<file path="src/rtl/tug_rope_ctrl.sv">
// tug_rope_ctrl: tug-of-war game core tracking rope position, round wins and match scores
// ports: clk, rst (sync active-high); lpush/rpush/refpush single-cycle event pulses;
//        leds one-hot rope marker (bit POS_MAX+pos); lscore/rscore rounds won;
//        lwinrnd/rwinrnd one-cycle round-win pulses; playing/match_over state flags
module tug_rope_ctrl #(
    parameter int POS_MAX     = 4,
    parameter int WIN_ROUNDS  = 3,
    parameter int SCORE_W     = 2,
    parameter int HOLD_CYCLES = 8
) (
    input  logic                 clk,
    input  logic                 rst,
    input  logic                 lpush,
    input  logic                 rpush,
    input  logic                 refpush,
    output logic [2*POS_MAX:0]   leds,
    output logic [SCORE_W-1:0]   lscore,
    output logic [SCORE_W-1:0]   rscore,
    output logic                 lwinrnd,
    output logic                 rwinrnd,
    output logic                 playing,
    output logic                 match_over
);
    localparam int PW = $clog2(POS_MAX + 1) + 1;
    localparam int LW = 2 * POS_MAX + 1;
    localparam int HW = $clog2(HOLD_CYCLES + 1);
    localparam logic signed [PW-1:0] PMAX = PW'(POS_MAX);
    localparam logic [LW-1:0] CENTRE = LW'(1) << POS_MAX;
    typedef enum logic [1:0] {IDLE, PLAY, ROUND_END, MATCH_OVER} state_t;
    state_t state;
    logic signed [PW-1:0] pos, npos;
    logic [HW-1:0] hold;
    function automatic logic [LW-1:0] marker(input logic signed [PW-1:0] p);
        return LW'(1) << (int'(p) + POS_MAX);
    endfunction
    // opposing simultaneous pulls cancel out
    always_comb npos = (lpush ^ rpush) ? (rpush ? pos + PW'(1) : pos - PW'(1)) : pos;
    always_ff @(posedge clk) begin
        lwinrnd <= 1'b0;
        rwinrnd <= 1'b0;
        if (rst) begin
            state      <= IDLE;
            pos        <= '0;
            leds       <= CENTRE;
            lscore     <= '0;
            rscore     <= '0;
            playing    <= 1'b0;
            match_over <= 1'b0;
            hold       <= '0;
        end else begin
            case (state)
                IDLE: if (refpush) begin
                    state   <= PLAY;
                    playing <= 1'b1;
                    pos     <= '0;
                    leds    <= CENTRE;
                end
                PLAY: begin
                    pos  <= npos;
                    leds <= marker(npos);
                    if (npos == -PMAX || npos == PMAX) begin
                        state   <= ROUND_END;
                        playing <= 1'b0;
                        hold    <= '0;
                    end
                    if (npos == -PMAX) begin
                        lscore  <= lscore + SCORE_W'(1);
                        lwinrnd <= 1'b1;
                    end
                    if (npos == PMAX) begin
                        rscore  <= rscore + SCORE_W'(1);
                        rwinrnd <= 1'b1;
                    end
                end
                ROUND_END: begin
                    hold <= hold + HW'(1);
                    if (hold == HW'(HOLD_CYCLES - 1)) begin
                        hold <= '0;
                        if (lscore == SCORE_W'(WIN_ROUNDS) || rscore == SCORE_W'(WIN_ROUNDS)) begin
                            state      <= MATCH_OVER;
                            match_over <= 1'b1;
                        end else begin
                            state <= IDLE;
                            pos   <= '0;
                            leds  <= CENTRE;
                        end
                    end
                end
                MATCH_OVER: if (refpush) begin
                    state      <= IDLE;
                    match_over <= 1'b0;
                    lscore     <= '0;
                    rscore     <= '0;
                    pos        <= '0;
                    leds       <= CENTRE;
                end
            endcase
        end
    end
endmodule

</file>
<file path="config.mk">
export PLATFORM = sky130hd
export DESIGN_NAME = tug_rope_ctrl
export DESIGN_NICKNAME = d
export VERILOG_FILES = /design/src/rtl/tug_rope_ctrl.sv
export SDC_FILE = /design/constraint.sdc
export NUM_CORES = 1
export LEC_CHECK = 0
export BUFFER_PORTS_ARGS = -buffer_cell sky130_fd_sc_hd__buf_2
export CAP_MARGIN = 25
export CORE_UTILIZATION = 40
export CTS_CLUSTER_DIAMETER = 80
export DETAILED_ROUTE_END_ITERATION = 8
export RECOVER_POWER = 100
export SLEW_MARGIN = 5
export SYNTH_ARGS = -nofsm -noshare
export SYNTH_HDL_FRONTEND = slang
export SYNTH_SLANG_ARGS = --single-unit
</file>
<file path="constraint.sdc">
create_clock -name clk -period 2.9 [get_ports clk]
set_input_delay 0.29 -clock clk [delete_from_list [all_inputs] [get_ports clk]]
set_output_delay 0.29 -clock clk [all_outputs]
set_load 0.005 [all_outputs]
</file>
==> metrics, run 1 <==
status=finished clean; layout cells sized above 1=0.125; die height=65.3 µm; vias per cell=around 5.6; Sink Count=27; CP Launch Type=flip-flop; Slew Limit Fails=0; async set or reset register ratio after synthesis=0; final hold violations=0; total CTS buffers=3; CTS Hold Bufs=0; P_int=0.673 mW; clock skew=around 0.0043 ns; switching share of power=0.419; I/O pin cnt=22; worst vdd ir=0.397 mV; CTS tree=done; pin count of the biggest net entering global routing=34; total number of vias=about 1500; largest family of logic cells by synthesized area=simple AND/OR/NAND/NOR gates; Sw Pwr=approximately 0.48 mW; share of total power in combinational logic=0.432; post-synthesis register bit count=27; most frequent cells in the layout=dfxtp_1 (27), nor2_1 (26), nand2_1 (15), buf_2 (15), a21oi_1 (13); drt first pass iters=4; Area contributors post-synth=dfxtp_1 (34%), ha_1 (8.6%), nor2_1 (6.1%); Unique masters post-synth=46; antenna violations before repair=0; final setup violating endpoints=0; FMAX=between 0.3 and 0.4 GHz; final net count=about 230; Critical Path Max Stage Delay=about 0.47 ns; Post-Route Utilization=0.476; pwr dens=650 nW/µm²; die width=roughly 65 µm; RSZ-0062 raised after global routing=false; worst hold path class=input pin to flip-flop; Clk network pwr share=0.189; 1st-iter DRT viols=81; worst-path cell chain=ha_1, nand3_1, a221oi_1, nor4_4, ha_1, a21oi_2, o21a_1, nor3_1, o32ai_2; commonest non-fill, non-tap cell in the layout=dfxtp_1; later-pin clock latency in the skew report=0.27 ns; first-pass GRT wire length=between 6000 and 7000 µm; Top cell by count, worst path=ha_1; CP Class=flip-flop to flip-flop; core area=roughly 3700 µm²; Routed WL=about 3700 µm; max-cap viol count=0; Global Route Usage Sum=0.187; area added between synthesis and finish=11.1%; Final WS setup=between 0.3 and 0.4 ns; Post-DP HPWL=roughly 2800 µm; Post-synth EDFFs=0; grt ovf=0; DRT antenna net count=0; setup TNS=0 ns; Cells after Synth=between 150 and 200; Rows=22; Synth Area in Compound Gates=0.195; number of global-route vias before repair=1378; crit path max-delay cell type=a221oi_1; Synth Cell Area=1600 µm²; Routed wire per std cell=between 10 and 15 µm; PortBufs=21; part of the power in registers=0.379; Tot Pwr=between 1 and 1.5 mW; Pleak=0.701 nW; Max-slew headroom=0.613; Post-Synth Simple-Gate Area=0.282; worst path arrival time=roughly 2.7 ns; Worst path depth=9; GP Congestion=around 0.84; FF-to-FF Start=pos[1]$_SDFFE_PP0P_; yosys warns=0; critical path peak fanout=6; Synth Area in XOR/XNOR=0.0156; area of the die=around 4300 µm²; Critical Path RT=between 3 and 4 ns; Synth top area share=0.337; CTS resizes=0; htree depth=1; Worst Reg-to-Reg Cells=9; # diodes=0; clock buffer depth=2; crit path launch=pos[1]$_SDFFE_PP0P_; Initial Util=0.428; # fillers=405; syn nets=215; Seq/Total Area, Yosys=0.337; CP bufs+invs=0; worst reg2reg path endpoint=state[1]$_SDFFE_PP0P_; ys flop type=dfxtp_1; Post-CTS Setup Inserts=0; Synth Area in Adders=0.0983; CP endpoint kind=flip-flop; clk slew on worst S/H paths=approximately 0.1 ns; crit share post-route=0.873; Slew @ Worst Pin=between 0.5 and 0.6 ns; CP top delay family=compound AO/OA/AOI/OAI gates; syn avg cell area=8.10 µm²; R2R Setup Slk=about 0.37 ns; # DRC=0; top cell type by total area after synthesis=dfxtp_1; Period minus WS final=about 2.5 ns; pre-CTS setup slack=between 0.2 and 0.25 ns; crit path capture=state[1]$_SDFFE_PP0P_; post-synthesis mux area share=0.0265; CTS root buf=clkbuf_8
[per-layer routing]
layer  part of all wire  vias up  GRT usage
li1                   -      746          -
met1               0.48      680      0.239
met2               0.46       42      0.316
met3              0.049        2     0.0434
met4             0.0062        0     0.0408
met5                  0        -          0
[cell families after synthesis]
kind of cell	after synthesis
fa+ha+maj	12
xor+xnor	2
mux	4
flops	27
compound gates	47
simple gates	87
buf+inv	19
[state kept, by name, summed over array words and instances, names as in the netlist]
name,flops
pos,4
leds,9
hold,4
lscore,2
state,2
playing,1
match_over,1
rscore,2
rwinrnd,1
lwinrnd,1
[power by group through the flow]
stage,sequential (mW),combinational (mW),clock (mW)
after global routing,0.443,0.561,0.243
after CTS,0.437,0.505,0.227
after floorplan,0.437,0.394,0
after detailed placement,0.446,0.502,0
final,0.438,0.500,0.219
after global placement,0.444,0.494,0
[per-stage QoR]
stage          hold WS [ns]  std cells  cell area (µm²)
2_1_floorplan         0.444        198             1600
3_3_place_gp          0.442        260             1750
3_5_place_dp          0.458        260             1750
4_1_cts               0.395        264             1790
5_1_grt               0.424        264             1780
6_report              0.396        264             1780
[how the worst min path moves through the flow]
stage | from | endpoint | slack (ns) | depth (start not counted)
global route | refpush | match_over$_SDFFE_PP0P_ | 0.42 | 4
CTS | refpush | match_over$_SDFFE_PP0P_ | 0.40 | 4
detailed placement | leds[5]$_SDFFE_PP0P_ | leds[5]$_SDFFE_PP0P_ | 0.46 | 2
finish | refpush | match_over$_SDFFE_PP0P_ | 0.40 | 4
global placement | leds[1]$_SDFFE_PP0P_ | leds[1]$_SDFFE_PP0P_ | 0.44 | 2
floorplan | leds[5]$_SDFFE_PP0P_ | leds[5]$_SDFFE_PP0P_ | 0.44 | 2
[cells in the mapped netlist, types with 3 or more instances]
cell       n
ha_1      11
nor2_1    26
nand3_1    9
clkbuf_1   7
dfxtp_1   27
or3_1      4
nand2_1   15
a22oi_1    3
nand3b_1   3
nor4_1     5
nor3_1     7
o21ai_0   10
a21oi_1   13
nand2b_1   5
nor2b_1    4
inv_1     11
[worst reg2reg max path, delay by kind of cell, from the launching register on]
kind / cells / cell delay (ns)
adder cells (fa/ha/maj): 2 / 0.54
AO/OA/AOI/OAI: 4 / 1.18
flip-flops: 1 / 0.39
AND/OR/NAND/NOR: 3 / 0.34
[cell type report]
class / count / area [µm²] / share of cell area
sequential: 27 / 541 / 0.303
clock buffer: 3 / 41.3 / 0.0232
multi-input combinational: 152 / 990 / 0.555
tap: 48 / 60.1 / 0.0337
timing repair buffer: 22 / 101 / 0.0569
clock inverter: 1 / 7.51 / 0.00421
inverter: 11 / 41.3 / 0.0232
(Power assumes the default switching activity.)
==> inputs of run 2 (changes only) <==
--- a/config.mk
+++ b/config.mk
@@ -10,6 +10,7 @@
 export CORE_UTILIZATION = 40
 export CTS_CLUSTER_DIAMETER = 80
 export DETAILED_ROUTE_END_ITERATION = 8
+export PLACE_DENSITY = 0.56
 export RECOVER_POWER = 100
 export SLEW_MARGIN = 5
 export SYNTH_ARGS = -nofsm -noshare
==> run 2 against run 1 <==
Net effect: first-iteration DRC count grew 41%; setup slack lost 0.012 ns; sequential power is essentially flat.
==> metrics, run 2 (same netlist as run 1, synthesis figures left out) <==
Multi-input gate area=990 µm² (unchanged); vias per cell=5.60 (+0.61%); CTS Hold Bufs=0 (unchanged); worst reg2reg path endpoint=state[1]$_SDFFE_PP0P_; I/O pin cnt=22 (unchanged); Placement Cell Area=1750 µm² (unchanged); Initial Util=0.428 (unchanged); pin count of the biggest net entering global routing=34 (unchanged); Worst path depth=8 (-1); most frequent cells in the layout=dfxtp_1 (27), nor2_1 (26), buf_2 (17); # diodes=0 (unchanged); Post-Route Utilization=0.476 (unchanged); worst path arrival time=2.72 ns (about the same); Tot Pwr=1.15 mW (-0.52%); CP top delay family=compound AO/OA/AOI/OAI gates; placed cells=260 (unchanged); total number of vias=1479 (+0.61%); worst vdd ir=0.234 mV (-41%); setup TNS=0 ns (unchanged); Critical Path RT=3.08 ns (about the same); switching share of power=0.417 (-0.00135); Max-slew headroom=0.613 (about the same); max reg flops=9 (unchanged); area of the die=4270 µm² (unchanged); CTS resizes=0 (unchanged); hold path depth=4 (unchanged); Max Used Layer=met4; Worst Reg-to-Reg Cells=8 (-1); max-cap viol count=0 (unchanged); CTS tree=done; Pleak=0.716 nW (+2.2%); Routed WL=3600 µm (-2.7%); number of global-route vias before repair=1414 (+2.6%); Post-DP HPWL=2750 µm (-0.38%); 1st-iter DRT viols=114 (+41%); Met1 Wirelength=1590 µm (-11%); critical path peak fanout=12 (+6); met2 wire len=1870 µm (+9.5%); Final Cell Area=1780 µm² (unchanged); share of total power in combinational logic=0.441 (+0.009); first-pass GRT wire length=6240 µm (-0.34%); Period minus WS final=2.54 ns (+0.0121 ns); DRT antenna net count=0 (unchanged); CP bufs+invs=0 (unchanged); storage element area=541 µm² (unchanged); CP endpoint kind=flip-flop; antenna violations before repair=0 (unchanged); worst-path cell chain=fa_1, xor2_1, mux2_2, ha_1, a21oi_2, o21a_1, nor3_1, o32ai_2; # DRC=0 (unchanged); area added between synthesis and finish=11.1% (unchanged); status=finished clean; core area=3740 µm² (unchanged); final net count=234 (unchanged); crit share post-route=0.877 (+0.00419); hold slack=0.443 ns (+0.0463 ns); clk slew on worst S/H paths=0.09 ns (about the same); Clk network pwr share=0.179 (-0.010); GP Congestion=0.831 (-0.78%); FMAX=0.393 GHz (-0.48%); htree depth=1 (unchanged); # fillers=388 (-4.2%); Critical Path Max Stage Delay=0.44 ns (-0.03 ns); routed wl met3=117 µm (-36%); CTS root buf=clkbuf_8; crit path capture=state[1]$_SDFFE_PP0P_; layout cells sized above 1=0.134 (+0.00926); CP Launch Type=flip-flop; part of the power in registers=0.379 (about the same); Routed wire per std cell=13.6 µm (-2.7%); clock skew=0.00620 ns (+0.00193 ns); crit path max-delay cell type=fa_1; die height=65.3 µm (unchanged); RSZ-0062 raised after global routing=false; Rows=22 (unchanged); Sw Pwr=0.480 mW (-0.84%); Global Route Usage Sum=0.186 (-0.000664); grt ovf=0 (unchanged); total CTS buffers=3 (unchanged); final setup violating endpoints=0 (unchanged); Top Registers=leds (9), hold (4), pos (4); Most flops, register=leds; R2R Setup Slk=0.36 ns (about the same); pre-CTS setup slack=0.178 ns (-0.0242 ns); Final WS setup=0.356 ns (-0.0121 ns); Slew @ Worst Pin=0.581 ns (+0.000106 ns); FF-to-FF Start=pos[0]$_SDFFE_PP0P_; Sink Count=27 (unchanged); commonest non-fill, non-tap cell in the layout=dfxtp_1; later-pin clock latency in the skew report=0.26 ns (about the same); pwr dens=646 nW/µm² (-0.52%); Layout Cells excl Fill=264 (unchanged); Post-CTS Setup Inserts=0 (unchanged); clock buffer depth=2 (unchanged); die width=65.3 µm (unchanged); crit path launch=pos[0]$_SDFFE_PP0P_; final hold violations=0 (unchanged); worst hold path class=input pin to flip-flop; CP Class=flip-flop to flip-flop; drt first pass iters=4 (unchanged); PortBufs=21 (unchanged); P_int=0.671 mW (-0.29%); Slew Limit Fails=0 (unchanged)
-- run 2: metal layers --
metal | vias to the layer above | track usage
li1 | 741 | -
met1 | 711 | 0.230
met2 | 25 | 0.332
met3 | 2 | 0.0295
met4 | 0 | 0.0462
met5 | - | 0
-- run 2: worst reg2reg max path: stages, from the launching register on --
cell     delay [ns]
dfxtp_1        0.43
fa_1           0.44
xor2_1         0.17
mux2_2         0.32
ha_1           0.26
a21oi_2        0.25
o21a_1         0.30
nor3_1         0.10
o32ai_2        0.19
-- run 2: power groups by stage --
| stage | Sequential [mW] | Clock (mW) | Combinational (mW) |
|---|---|---|---|
| floorplan | 0.437 | 0 | 0.394 |
| global placement | 0.443 | 0 | 0.504 |
| detailed placement | 0.444 | 0 | 0.515 |
| CTS | 0.436 | 0.222 | 0.518 |
| global route | 0.440 | 0.235 | 0.580 |
| finish | 0.437 | 0.207 | 0.508 |
-- run 2: layout make-up --
type,count,area share
clock buffers,3,0.0232
clock inverters,1,0.00281
inverters,11,0.0232
multi-input cells,152,0.555
flip-flops and latches,27,0.303
well taps,48,0.0337
repair buffers,22,0.0583
-- run 2: how the worst min path moves through the flow --
stage | slack (ns) | end | startpoint
2_1_floorplan | 0.44 | leds[5]$_SDFFE_PP0P_ | leds[5]$_SDFFE_PP0P_
3_3_place_gp | 0.44 | leds[1]$_SDFFE_PP0P_ | leds[1]$_SDFFE_PP0P_
3_5_place_dp | 0.45 | leds[1]$_SDFFE_PP0P_ | leds[1]$_SDFFE_PP0P_
4_1_cts | 0.45 | match_over$_SDFFE_PP0P_ | refpush
5_1_grt | 0.46 | match_over$_SDFFE_PP0P_ | refpush
6_report | 0.44 | match_over$_SDFFE_PP0P_ | refpush
